File: config.mk
export PLATFORM = sky130hd
export DESIGN_NAME = bin2bcd_seq
export DESIGN_NICKNAME = d
export VERILOG_FILES = /design/src/rtl/bin2bcd_seq.sv
export SDC_FILE = /design/constraint.sdc
export NUM_CORES = 1
export LEC_CHECK = 0
export ABC_CLOCK_PERIOD_IN_PS = 2000
export CAP_MARGIN = 20
export CELL_PAD_IN_SITES_DETAIL_PLACEMENT = 2
export CELL_PAD_IN_SITES_GLOBAL_PLACEMENT = 2
export CORE_UTILIZATION = 29
export CTS_BUF_LIST = sky130_fd_sc_hd__clkbuf_16
export DETAILED_ROUTE_END_ITERATION = 10
export PLACE_DENSITY = 0.7
export SLEW_MARGIN = 15
export SYNTH_ARGS = -nofsm -noshare
export SYNTH_HDL_FRONTEND = slang
export SYNTH_SLANG_ARGS = --single-unit
File: constraint.sdc
create_clock -name clk -period 2 [get_ports clk]
set_input_delay 0.2 -clock clk [delete_from_list [all_inputs] [get_ports clk]]
set_output_delay 0.2 -clock clk [all_outputs]
set_load 0.01 [all_outputs]
File: src/rtl/bin2bcd_seq.sv
// bin2bcd_seq: sequential shift-and-add-3 binary to packed BCD converter with digit mux
module bin2bcd_seq #(
  parameter int W      = 16,
  parameter int DIGITS = 5
) (
  input  logic                  clk,
  input  logic                  rst,
  input  logic                  start,
  input  logic [W-1:0]          bin,
  input  logic [2:0]            digit_sel,
  output logic                  busy,
  output logic                  done,
  output logic [4*DIGITS-1:0]   bcd,
  output logic [3:0]            digit
);
  localparam logic [0:0] IDLE  = 1'b0;
  localparam logic [0:0] SHIFT = 1'b1;
  localparam int CW = $clog2(W);
  logic [0:0]          state;
  logic [W-1:0]        bin_r;
  logic [4*DIGITS-1:0] scr, adj, scr_n;
  logic [CW-1:0]       cnt;
  logic [3:0]          nib [8];
  for (genvar i = 0; i < DIGITS; i++) begin : g_adj
    assign adj[4*i +: 4] = scr[4*i +: 4] >= 4'd5 ? scr[4*i +: 4] + 4'd3 : scr[4*i +: 4];
  end
  assign scr_n = {adj[4*DIGITS-2:0], bin_r[W-1]};
  always_ff @(posedge clk) begin
    if (rst) begin
      state <= IDLE;
      done  <= 1'b0;
      bcd   <= '0;
      scr   <= '0;
      bin_r <= '0;
      cnt   <= '0;
    end else begin
      done <= 1'b0;
      if (state == IDLE) begin
        if (start) begin
          state <= SHIFT;
          bin_r <= bin;
          scr   <= '0;
          cnt   <= '0;
        end
      end else begin
        scr   <= scr_n;
        bin_r <= {bin_r[W-2:0], 1'b0};
        cnt   <= cnt + 1'b1;
        if (cnt == CW'(W - 1)) begin
          state <= IDLE;
          bcd   <= scr_n;
          done  <= 1'b1;
        end
      end
    end
  end
  for (genvar d = 0; d < 8; d++) begin : g_nib
    if (d < DIGITS) begin : g_v
      assign nib[d] = bcd[4*d +: 4];
    end else begin : g_z
      assign nib[d] = 4'h0;
    end
  end
  assign busy  = state == SHIFT;
  assign digit = nib[digit_sel];
endmodule

==> flow_summary.toml <==
[run_status]
status = "completed"

[clocking]
cts_buffers = 9
clock_sinks = 62
cts_tree = "built"
insertion_delay_ns = 0.33
clock-root-buffer = "clkbuf_16"
htreeDepth = 3
clkTransAtPathRegs_ns = 0.06
clockBufferDepth = 2
ctsHoldBuffers = 0

[finish]
ff_latch_area_sq_um = 1242
drive_gt1_share_pct = 12.03
nFillCells = 1083
final_core_util_pct = 38.93
multi_input_area_sq_um = 1521
finish.net_count = 402
areaGrowthSynthToFinish_pct = 30.07
n_antenna_cell = 0

[sta]
fin_crit_ns = 1.954
final.setup_skew_ns = 0.006144
finalHoldViolations = 0
drv_slew = 0
max_slew_margin_pct = 47.39
final.setup.tns_ns = 0
fin_crit_sh_pct = 97.72
clock.fmax_mhz = 511.7
setup-violations-final = 0
worst_slew_pin_slew_ns = 0.7875
holdWs_ns = 0.4893

[detailed_routing]
postRouteAntennaNets = 0
drt-initial-drc-count = 36
wl_per_cell_um = 15.52
vias = 2500
drt-vias-per-instance = 4.931
wl_mm = 7.869
drt_first_pass_iters = 3
route.detailed.drc = 0

[grt]
antenna_found_initial = 0
grt_max_degree = 46
grt_pass1_wl_mm = 12.79
overflow = 0
first_global_vias = 2563
grt_usage_pct = 16.24

[critical_path]
path_buf_inv = 3
crit_chain = "clkdlybuf4s50_1 -> buf_4 -> mux2i_1 -> o22ai_1 -> clkdlybuf4s50_1"
cpMostUsedCell = "clkdlybuf4s50_1"
arrival_ns = 1.75
critical_path.top_delay_family = "buffers and inverters"
cp_data_required_time_ns = 1.80
critPathKind = "primary input to primary output"
crit_path_max_incr_delay_ns = 0.49
startpoint_type = "primary input"
setup.worst_path.end_class = "primary output"
critPathSlowestCell = "clkdlybuf4s50_1"
critPathMaxFanout = 8
ff2ff_setup_slack_ns = 0.45

[floorplan]
pin_count = 48
rows = 36
initial_core_util_pct = 29.93
die_y_um = 102.4
die_area_sq_um = 10490
die_x_um = 102.4
core_sq_um = 9774

[logic_synthesis]
yosys.area.top_type = "dfxtp_1"
ys.warnings.count = 0
syn_area_per_cell_sq_um = 9.113
ys_types = 30
syn_inst = 321
synth_top_area_share_pct = 42.43
yosysSeqAreaShare_pct = 42.43
syn-cell-area_sq_um = 2925
ys_ff_latch = 62
syn_nets = 354
synthTopCellsByArea = "dfxtp_1 42%, mux2i_1 10%, a21oi_1 6.5%, nor2_1 4.7%, ha_1 4.7%"

[power]
power.density_nw_per_um2 = 767.2
p_total_mw = 2.919
cellLeakagePower_nw = 1.426
ir_drop_mv = 0.3314

[place]
place.gp.congestion = 0.7045
hpwlAfterDp_mm = 5.790
port_buffers = 47

[job]
timing.max_cap.violations = 0

[worst_hold_path]
min-delay-path-class = "flip-flop to flip-flop"
==> routing by layer <==
metal,vias up,share of wire (%),global-route usage (%)
li1,1224,-,-
met1,1225,46,19.68
met2,45,49,27.33
met3,6,3.5,4.172
met4,0,1.2,6.593
met5,-,0,0
==> final timing paths <==
check,start,endpoint,cells past startpoint
worst min-delay path,bcd[15],bcd[15],2
worst max-delay path,digit_sel[0],digit[3],5
worst min register to register,bcd[15],bcd[15],2
worst max register to register,scr[9],scr[10],6
==> worst reg2reg max path, delay by kind of cell (launching register included) <==
kind                     cells  cell delay, ns
AO/OA/AOI/OAI                2            0.38
flip-flops                   1            0.33
multiplexers                 1            0.29
adder cells (fa/ha/maj)      1            0.26
AND/OR/NAND/NOR              1            0.12
buffers and inverters        1            0.11
==> cell usage after synthesis <==
cell and count:
a211oi_1 1, a21oi_1 38, a21oi_2 5, a22o_1 12, a22o_2 9, a41oi_1 1, buf_12 1, buf_2 8
buf_4 3, buf_6 2, clkbuf_1 5, clkinv_4 1, dfxtp_1 62, ha_1 11, inv_1 11, mux2i_1 30
nand2_1 13, nand2b_1 7, nand3_1 6, nand4_1 1, nor2_1 37, nor2_2 1, nor2b_1 4, nor3_1 3
nor3_2 1, nor3b_1 15, o21ai_0 23, o22ai_1 4, or2_1 1, xnor2_1 5
==> registers in the layout, summed over array words and instances, names as in the netlist <==
name and count:
bcd 20, scr 20, bin_r 16, cnt 4, busy 1, done 1
==> layout by cell type, fill, tap and decap left out <==
cell	netlist	routed
o22ai_1	4	4
nor2b_1	4	3
xnor2_1	5	5
nor2b_4	0	1
nand4_1	1	1
a21oi_2	5	5
clkinvlp_4	0	3
clkinv_2	0	2
a41oi_1	1	1
nor3b_1	15	15
clkbuf_16	0	9
mux2i_1	30	29
nor3_2	1	1
dfxtp_1	62	61
a22o_1	12	12
nand2b_1	7	7
inv_1	11	11
dlygate4sd2_1	0	1
buf_4	3	8
ha_1	11	11
nand3_1	6	6
a211oi_1	1	1
dfxtp_2	0	1
o21ai_0	23	23
clkinv_4	1	2
a21oi_1	38	38
a22o_2	9	9
inv_6	0	1
mux2i_2	0	1
nor3_1	3	3
or2_1	1	1
nor2_2	1	1
nor2_1	37	37
clkdlybuf4s50_1	0	46
nand2_1	13	13
buf_12	1	1
==> layout make-up <==
class | count | share of cell area (%)
multi-input cells | 228 | 39.99
flip-flops and latches | 62 | 32.65
repair buffers | 56 | 14.44
clock buffers | 9 | 5.919
well taps | 133 | 4.374
clock inverters | 7 | 1.315
inverters | 12 | 1.315
==> cells by family (layout without fill, tap and decap cells) <==
family	after synthesis	count (layout)	share of synthesized area, %
and+or+nand+nor	89	89	15.14
buffers and inverters	31	84	5.945
adders and majority gates	11	11	4.705
xor gates and xnor gates	5	5	1.497
AOI/OAI and AO/OA	93	93	20.02
DFF	62	62	42.43
muxes	30	30	10.27
==> stage by stage <==
stage	setup WS, ns	instances	instance area, sq um
after floorplan	0.6613	321	2925
after global placement	-0.07222	491	3520
after detailed placement	-0.1730	491	3520
after CTS	0.02863	507	3796
after global routing	-0.006166	507	3805
final	0.04559	507	3805
==> power breakdown <==
part / leakage, nW / switching (mW) / internal [mW]
sequential: 0.502 / 0.0195 / 1.26
clock: 0.128 / 0.598 / 0.839
combinational: 0.796 / 0.105 / 0.0986
total: 1.43 / 0.722 / 2.20
==> timing repair <==
item,CTS,global route
hold endpoints to repair,0,0
setup buffers,0,0
gates cloned,0,0
resized for setup,2,2
setup endpoints to repair,4,4
Power figures use the tool's default switching activity.
